File: src/rtl/mc_ctrl_pkg.sv
// rtl/mc_ctrl_pkg.sv - shared states, opcodes and select encodings for the multi-cycle MIPS control unit
package mc_ctrl_pkg;

    typedef enum logic [4:0] {
        S_IF  = 5'd0,  S_ID  = 5'd1,  S_EXR = 5'd2,  S_EXS = 5'd3,
        S_WBR = 5'd4,  S_EXI = 5'd5,  S_WBI = 5'd6,  S_LUI = 5'd7,
        S_MA  = 5'd8,  S_MR  = 5'd9,  S_MW  = 5'd10, S_WBM = 5'd11,
        S_BR  = 5'd12, S_J   = 5'd13, S_JAL = 5'd14, S_JR  = 5'd15,
        S_ERR = 5'd16
    } state_t;

    localparam logic [5:0] OP_RTYPE = 6'h00, OP_J    = 6'h02, OP_JAL  = 6'h03;
    localparam logic [5:0] OP_BEQ   = 6'h04, OP_BNE  = 6'h05, OP_ADDI = 6'h08;
    localparam logic [5:0] OP_SLTI  = 6'h0a, OP_ANDI = 6'h0c, OP_ORI  = 6'h0d;
    localparam logic [5:0] OP_XORI  = 6'h0e, OP_LUI  = 6'h0f, OP_LW   = 6'h23;
    localparam logic [5:0] OP_SW    = 6'h2b;

    localparam logic [5:0] FN_SLL = 6'h00, FN_SRL = 6'h02, FN_SRA = 6'h03, FN_JR  = 6'h08;
    localparam logic [5:0] FN_ADD = 6'h20, FN_SUB = 6'h22, FN_AND = 6'h24, FN_OR  = 6'h25;
    localparam logic [5:0] FN_XOR = 6'h26, FN_NOR = 6'h27, FN_SLT = 6'h2a;

    localparam logic [2:0] ALU_AND = 3'b000, ALU_OR  = 3'b001, ALU_ADD   = 3'b010, ALU_XOR = 3'b011;
    localparam logic [2:0] ALU_NOR = 3'b100, ALU_SHIFT = 3'b101, ALU_SUB = 3'b110, ALU_SLT = 3'b111;

    localparam logic [1:0] RD_RT  = 2'b00, RD_RD  = 2'b01, RD_RA  = 2'b10;
    localparam logic [1:0] DR_ALU = 2'b00, DR_MDR = 2'b01, DR_LUI = 2'b10, DR_PC = 2'b11;
    localparam logic [1:0] SA_PC  = 2'b00, SA_RS  = 2'b01, SA_RT  = 2'b10;
    localparam logic [1:0] SB_RT  = 2'b00, SB_FOUR = 2'b01, SB_IMM = 2'b10, SB_OFFSET = 2'b11;
    localparam logic [1:0] PS_ALU = 2'b00, PS_ALUOUT = 2'b01, PS_JUMP = 2'b10;

    function automatic logic is_signed_imm(input logic [5:0] opcode);
        return (opcode == OP_ADDI) || (opcode == OP_SLTI);
    endfunction

endpackage

File: src/rtl/mc_alu_dec.sv
// rtl/mc_alu_dec.sv - maps R-type funct or I-type opcode onto the ALU operation code
module mc_alu_dec
    import mc_ctrl_pkg::*;
(
    input  logic [5:0] opcode,
    input  logic [5:0] funct,
    output logic [2:0] alu_op
);

    always_comb begin
        alu_op = ALU_ADD;
        if (opcode == OP_RTYPE) begin
            case (funct)
                FN_SUB:  alu_op = ALU_SUB;
                FN_AND:  alu_op = ALU_AND;
                FN_OR:   alu_op = ALU_OR;
                FN_XOR:  alu_op = ALU_XOR;
                FN_NOR:  alu_op = ALU_NOR;
                FN_SLT:  alu_op = ALU_SLT;
                default: alu_op = ALU_ADD;
            endcase
        end else begin
            case (opcode)
                OP_SLTI: alu_op = ALU_SLT;
                OP_ANDI: alu_op = ALU_AND;
                OP_ORI:  alu_op = ALU_OR;
                OP_XORI: alu_op = ALU_XOR;
                default: alu_op = ALU_ADD;
            endcase
        end
    end

endmodule

File: src/rtl/mc_ctrl_fsm.sv
// rtl/mc_ctrl_fsm.sv - multi-cycle MIPS control FSM driving datapath selects and memory strobes
module mc_ctrl_fsm
    import mc_ctrl_pkg::*;
#(
    parameter logic [4:0] RESET_STATE    = 5'd0,
    parameter bit         NOP_ON_ILLEGAL = 1'b1
) (
    input  logic        clk,
    input  logic        reset,
    input  logic        MIO_ready,
    input  logic [31:0] Inst,
    input  logic        zero,
    output logic        IorD,
    output logic        IRWrite,
    output logic [1:0]  RegDst,
    output logic        RegWrite,
    output logic [1:0]  DatatoReg,
    output logic [1:0]  ALUSrcA,
    output logic [1:0]  ALUSrcB,
    output logic [1:0]  PCSource,
    output logic        PCWrite,
    output logic        PCWriteCond,
    output logic        Branch,
    output logic        Sign,
    output logic [2:0]  ALU_operation,
    output logic        MemRead,
    output logic        MemWrite,
    output logic [4:0]  state,
    output logic        illegal
);

    state_t      cur;
    state_t      dispatch;
    logic        legal;
    logic [5:0]  opcode;
    logic [5:0]  funct;
    logic [2:0]  dec_op;
    logic        unused_bits;

    assign opcode      = Inst[31:26];
    assign funct       = Inst[5:0];
    assign state       = cur;
    assign unused_bits = ^{zero, Inst[25:6]};

    mc_alu_dec u_alu_dec (
        .opcode (opcode),
        .funct  (funct),
        .alu_op (dec_op)
    );

    always_comb begin
        dispatch = S_IF;
        legal    = 1'b1;
        case (opcode)
            OP_RTYPE: begin
                case (funct)
                    FN_ADD, FN_SUB, FN_AND, FN_OR,
                    FN_XOR, FN_NOR, FN_SLT:     dispatch = S_EXR;
                    FN_SLL, FN_SRL, FN_SRA:     dispatch = S_EXS;
                    FN_JR:                      dispatch = S_JR;
                    default:                    legal    = 1'b0;
                endcase
            end
            OP_ADDI, OP_SLTI, OP_ANDI,
            OP_ORI, OP_XORI:                    dispatch = S_EXI;
            OP_LUI:                             dispatch = S_LUI;
            OP_LW, OP_SW:                       dispatch = S_MA;
            OP_BEQ, OP_BNE:                     dispatch = S_BR;
            OP_J:                               dispatch = S_J;
            OP_JAL:                             dispatch = S_JAL;
            default:                            legal    = 1'b0;
        endcase
        if (!legal)
            dispatch = NOP_ON_ILLEGAL ? S_IF : S_ERR;
    end

    always_ff @(posedge clk or posedge reset) begin
        if (reset) begin
            cur <= state_t'(RESET_STATE);
        end else begin
            case (cur)
                S_IF:                 if (MIO_ready) cur <= S_ID;
                S_ID:                 cur <= dispatch;
                S_EXR, S_EXS:         cur <= S_WBR;
                S_EXI:                cur <= S_WBI;
                S_MA:                 cur <= (opcode == OP_SW) ? S_MW : S_MR;
                S_MR:                 if (MIO_ready) cur <= S_WBM;
                S_MW:                 if (MIO_ready) cur <= S_IF;
                S_ERR:                cur <= S_ERR;
                default:              cur <= S_IF;
            endcase
        end
    end

    // Memory wait states keep the address-generation selects so ALUOut stays stable.
    always_comb begin
        IorD = 1'b0; IRWrite = 1'b0; RegDst = RD_RT; RegWrite = 1'b0;
        DatatoReg = DR_ALU; ALUSrcA = SA_PC; ALUSrcB = SB_RT; PCSource = PS_ALU;
        PCWrite = 1'b0; PCWriteCond = 1'b0; Branch = 1'b0; Sign = 1'b0;
        ALU_operation = ALU_AND; MemRead = 1'b0; MemWrite = 1'b0; illegal = 1'b0;
        case (cur)
            S_IF: begin
                MemRead = 1'b1; ALUSrcB = SB_FOUR; ALU_operation = ALU_ADD;
                PCWrite = 1'b1; IRWrite = MIO_ready;
            end
            S_ID: begin
                ALUSrcB = SB_OFFSET; Sign = 1'b1; ALU_operation = ALU_ADD; illegal = !legal;
            end
            S_EXR: begin
                ALUSrcA = SA_RS; ALU_operation = dec_op;
            end
            S_EXS: begin
                ALUSrcA = SA_RT; ALUSrcB = SB_IMM; ALU_operation = ALU_SHIFT;
            end
            S_WBR: begin
                RegDst = RD_RD; RegWrite = 1'b1;
            end
            S_EXI: begin
                ALUSrcA = SA_RS; ALUSrcB = SB_IMM; ALU_operation = dec_op;
                Sign = is_signed_imm(opcode);
            end
            S_WBI: begin
                RegWrite = 1'b1; Sign = is_signed_imm(opcode);
            end
            S_LUI: begin
                DatatoReg = DR_LUI; RegWrite = 1'b1;
            end
            S_MA, S_MR, S_MW: begin
                ALUSrcA = SA_RS; ALUSrcB = SB_IMM; Sign = 1'b1; ALU_operation = ALU_ADD;
                IorD = (cur != S_MA); MemRead = (cur == S_MR); MemWrite = (cur == S_MW);
            end
            S_WBM: begin
                DatatoReg = DR_MDR; RegWrite = 1'b1;
            end
            S_BR: begin
                ALUSrcA = SA_RS; ALU_operation = ALU_SUB; PCSource = PS_ALUOUT;
                PCWriteCond = 1'b1; Branch = (opcode == OP_BEQ);
            end
            S_J: begin
                PCSource = PS_JUMP; PCWrite = 1'b1;
            end
            S_JAL: begin
                RegDst = RD_RA; DatatoReg = DR_PC; RegWrite = 1'b1;
                PCSource = PS_JUMP; PCWrite = 1'b1;
            end
            S_JR: begin
                ALUSrcA = SA_RS; ALU_operation = ALU_ADD; PCWrite = 1'b1;
            end
            default: ;
        endcase
    end

endmodule

File: config.mk
export PLATFORM = sky130hd
export DESIGN_NAME = mc_ctrl_fsm
export DESIGN_NICKNAME = d
export VERILOG_FILES = /design/src/rtl/mc_ctrl_pkg.sv /design/src/rtl/mc_alu_dec.sv /design/src/rtl/mc_ctrl_fsm.sv
export SDC_FILE = /design/constraint.sdc
export NUM_CORES = 1
export LEC_CHECK = 0
export ABC_AREA = 1
export CORE_MARGIN = 5
export CORE_UTILIZATION = 45
export CTS_BUF_LIST = sky130_fd_sc_hd__clkbuf_8
export DETAILED_ROUTE_END_ITERATION = 8
export DONT_BUFFER_PORTS = 1
export PLACE_DENSITY = 0.67
export SKIP_LAST_GASP = 1
export SLEW_MARGIN = 5
export SYNTH_ARGS = -nofsm -noshare
export SYNTH_HDL_FRONTEND = slang
export SYNTH_SLANG_ARGS = --single-unit
File: constraint.sdc
create_clock -name clk -period 2.05 [get_ports clk]
set_clock_uncertainty 0.05 [all_clocks]
set_input_delay 0.3075 -clock clk [delete_from_list [all_inputs] [get_ports clk]]
set_output_delay 0.3075 -clock clk [all_outputs]
set_load 0.005 [all_outputs]
## Word-level counts from Yosys, hierarchy flattened

Index checks and enable logic that the tools add are counted.
W data, S select, Z words.

- Equal/unequal tests: 42
- Reduce and logical (&&, ||, !) cells: 24
- Mux-type cells: 29

Operators by type and width:

| kind | count |
|---|---|
| $eq A6 B6 Y1 const B | 9 |
| $eq A6 B4 Y1 const B | 7 |
| $eq A5 B4 Y1 const B | 8 |
| $pmux W5 S8 | 1 |
| $pmux W4 S7 | 1 |
| $eq A6 B2 Y1 const B | 4 |
| $pmux W3 S4 | 2 |
| $eq A5 B3 Y1 const B | 4 |
| $mux W5 | 4 |
| $pmux W3 S6 | 1 |
| $reduce_or A5 Y1 | 3 |
| $reduce_or A7 Y1 | 2 |
| $eq A6 B3 Y1 const B | 2 |
| $logic_not A6 Y1 | 2 |
| $pmux W2 S2 | 3 |
| $pmux W2 S3 | 2 |
| $pmux W4 S3 | 1 |
| $reduce_or A12 Y1 | 1 |
| $reduce_or A2 Y1 | 6 |
| $reduce_or A11 Y1 | 1 |
| $eq A5 B2 Y1 const B | 2 |
| $mux W1 | 9 |
| $reduce_or A4 Y1 | 2 |
| $ne A2 B2 Y1 const B | 3 |
| other kinds (12) | 15 |

- Output and inout bits: 28
- Register bits after elaboration: 5
- Logic and storage cells: 96

## Logic depth before layout (Yosys ltp)

- Depth after elaboration: 6
- Depth in mapped cells: 12
- Depth with buffers taken out: 12

## By module

A second synthesis with hierarchy kept.

- Cell total of the unflattened synthesis: 203
- Area, all modules: 1037.2 µm²

Modules (own cells, without submodules):

| module | seq. area each (µm²) | instances | area an instance (µm²) | cells each |
|---|---|---|---|---|
| mc_ctrl_fsm | 125.1 | 1 | 808.3 | 156 |
| mc_alu_dec | 0.0 | 1 | 229.0 | 47 |

## Worst setup path after synthesis

OpenSTA, ideal clock, no wires.

- Path type: reg2out
- Start: register cur[1] (netlist: state[1])
- End: output port Branch
- Buffers on the path: 0
- Stages on the path, launching flop included: 6
- Slack: 0.531 ns
- Data arrival time: 1.161 ns
- Required time: 1.692 ns
- Path through: dfrtp_1 nor2_4 inv_2 nor3_2 inv_2 nor4_2

- Cells in the longest elaborated chain, start to end: 2

RTL lines:

| what | line | source |
|---|---|---|
| start, declared | mc_ctrl_fsm.sv:32 | `state_t cur;` |
| start signal, assigned | mc_ctrl_fsm.sv:79 | `cur <= state_t'(RESET_STATE);` |
| start signal, assigned | mc_ctrl_fsm.sv:83 | `S_ID: cur <= dispatch;` |
| start signal, assigned | mc_ctrl_fsm.sv:86 | `S_MA: cur <= (opcode == OP_SW) ? S_MW : S_MR;` |
| $eq A5 B4 Y1 | mc_ctrl_fsm.sv:101 | `case (cur)` |
| $mux W1 | mc_ctrl_fsm.sv:101 |  |
| end, declared | mc_ctrl_fsm.sv:23 | `output logic Branch,` |

No other way between the ends.

## Worst setup path after layout

Ends and elaborated chain as after synthesis.

==> metrics.md <==
| Metric | Value |
|---|---|
| Vias per cell | 5.31 |
| HPWL after detailed placement | 2330 um |
| R2r setup slk | 0.50 ns |
| Final min period | 1.90 ns |
| Met1 Use GR | 0.214 |
| Worst Path Arrival | 1.54 ns |
| Worst slew margin | 0.697 |
| Vias in the first global route | 965 |
| DR iter-0 viols | 48 |
| DIE AREA | 0.00317 mm2 |
| First-pass GRT wire length | 4240 um |
| Worst Reg-to-Reg Cells | 6 |
| Synth Cell Area | 966 um2 |
| Crit share post-route | 0.926 |
| Share of layout cells above drive strength 1 | 0.143 |
| Maximum clock rate | 527 MHz |
| Measured slew at the worst slew-check pin | 0.449 ns |
| Detailed-route DRC error count | 0 |
| WL final | 2650 um |
| Placement row count | 16 |
| H-tree depth | 1 |
| Clock Pin Slew Worst Setup and Hold Paths | 0.04 ns |
| Outcome | finished clean |
| Seq/Total Area, Yosys | 0.130 |
| Hold path startpoint | MIO_ready |
| CP Launch Type | flop |
| Port Buffers | 0 |
| Max reg flops | 5 |
| Initial antenna violation count | 0 |
| Die Ht | 56.3 um |
| Vias | 1110 |
| Synth cell types | 25 |
| Root buffer cell | clkbuf_8 |
| Postcts setup bufs | 0 |
| Per-cell routed wire length | 12.7 um |
| Post-Syn Area per Cell | 5.43 um2 |
| Max-cap check violation count | 0 |
| Clk_lat worst skew | 0.22 ns |
| Min-Delay Path Depth | 1 |
| CTS tree | yes |
| Placed instance count | 204 |
| Fin cells | 209 |
| Cell taking the most area after synthesis | nand2_1 |
| Max Transition Viols Final | 0 |
| CTS Buffer Depth | 2 |
| DRT antenna net count | 0 |
| Worst IR drop on VDD | 0.693 mV |
| Yosys Warn Count | 0 |
| Met3 usage | 0.0803 |
| Leak | 0.545 nW |
| Starting density of the core | 0.482 |
| Critical Path Start | state[1] |
| Worst-path fanout max | 8 |
| Area growth, synth to finish | 8.03% |
| Syn Nets | 214 |
| Unrepaired setup endpoints after global routing | false |
| N_diodes | 0 |
| CP endpoint kind | output pin |
| Clk sink count | 5 |
| Setup TNS | 0 ns |
| Commonest non-fill, non-tap cell in the layout | nand2_1 |
| Flop and latch count out of synthesis | 5 |
| Synth top area cells | nand2_1 16%, dfrtp_1 13%, inv_1 12% |
| Largest net degree at the start of global routing | 11 |
| Core Box Area | 0.00200 mm2 |
| Most frequent cells in the layout | 41 x nand2_1, 33 x inv_1, 29 x nor2_1 |
| Top cell type's share of synthesized area | 0.159 |
| Cts bufs inserted | 3 |
| GRT Total Usage | 0.161 |
| Die outline width | 56.3 um |
| Post-synthesis cell count | 178 |
| R2r startpoint | state[4] |
| CP required | 1.69 ns |
| Nets | 219 |
| Num ports | 64 |
| Final hold violations | 0 |
| GPL Wtd Cong | 0.833 |
| Hold Path Class | in -> reg |
| Critical path class | reg -> out |
| Final setup violation count | 0 |
| P per Cell Area | 1190 mW/mm2 |
| Grt peak-use layer | met2 |
| Final core utilization | 0.521 |
| GR Util met2 | 0.245 |
| Pre-Repair DR Iteration Count | 4 |
| Gr ovfl total | 0 |
[synthesized netlist by cell type]
master     n
o311ai_0   2
nand4_1    3
o211ai_1   2
nor2_2     3
nand2_2    2
a31oi_1    1
o21ai_1    3
dfrtp_1    5
nand2_1   41
nor3_1     7
nand3_1   17
o21ai_2    3
nor2_4     5
o21ai_0    7
a21oi_1    2
nor2_1    29
inv_1     32
nor3_2     2
nor3_4     1
a211oi_1   1
nor4_1     1
buf_6      1
mux2i_1    1
nor4_2     1
inv_2      6
[what timing repair did]
action                                 in CTS  in global routing
gates resized for setup                     0                  0
setup endpoints to repair                   0                  0
endpoints found under the hold margin       5                  0
hold buffers                                1                  0
[area by class of cell]
cell class	instances	area, um2
fill	216	958
multi-input combinational	134	687
inverter	38	143
sequential	5	125
clock buffer	3	41.3
tap	27	33.8
timing repair buffer	1	10.0
clock inverter	1	3.75
[metrics by stage]
step                      hold slack, ns  area [um2]  total power, mW  setup slack (ns)
after floorplan                   0.0360         966            0.901             0.531
after global placement            0.0509         988             1.06             0.369
after detailed placement          0.0660         988             1.08             0.361
after CTS                          0.125        1040             1.26             0.124
after global routing               0.122        1040             1.36           0.00284
final                              0.126        1040             1.24             0.152
[worst paths after layout]
path / endpoint
max: Branch
min: state[0]
max reg2reg: state[0]
min reg2reg: state[4]
max in group asynchronous: state[0]
min in group asynchronous: state[3]
[kinds of logic after synthesis]
| logic type | share of synthesized area |
|---|---|
| and+or+nand+nor | 0.563 |
| AOI/OAI and AO/OA | 0.137 |
| muxes | 0.0104 |
| DFF | 0.130 |
| buffers and inverters | 0.159 |
[critical path: stages, from the launching register on]
cell and delay [ns]:
dfrtp_1 0.51, nor2_4 0.22, inv_2 0.10, nor3_2 0.20, inv_2 0.10, nor4_2 0.18
[metal layers]
metal  part of all wire  routed length, um
met2               0.43               1140
met3               0.13                336
met4                  0                  0
met1               0.44               1170
met5                  0                  0
[power breakdown]
group / switching (mW) / internal, mW
registers: 0.0809 / 0.138
logic: 0.594 / 0.255
clock network: 0.0471 / 0.128
(Power assumes the default switching activity.)
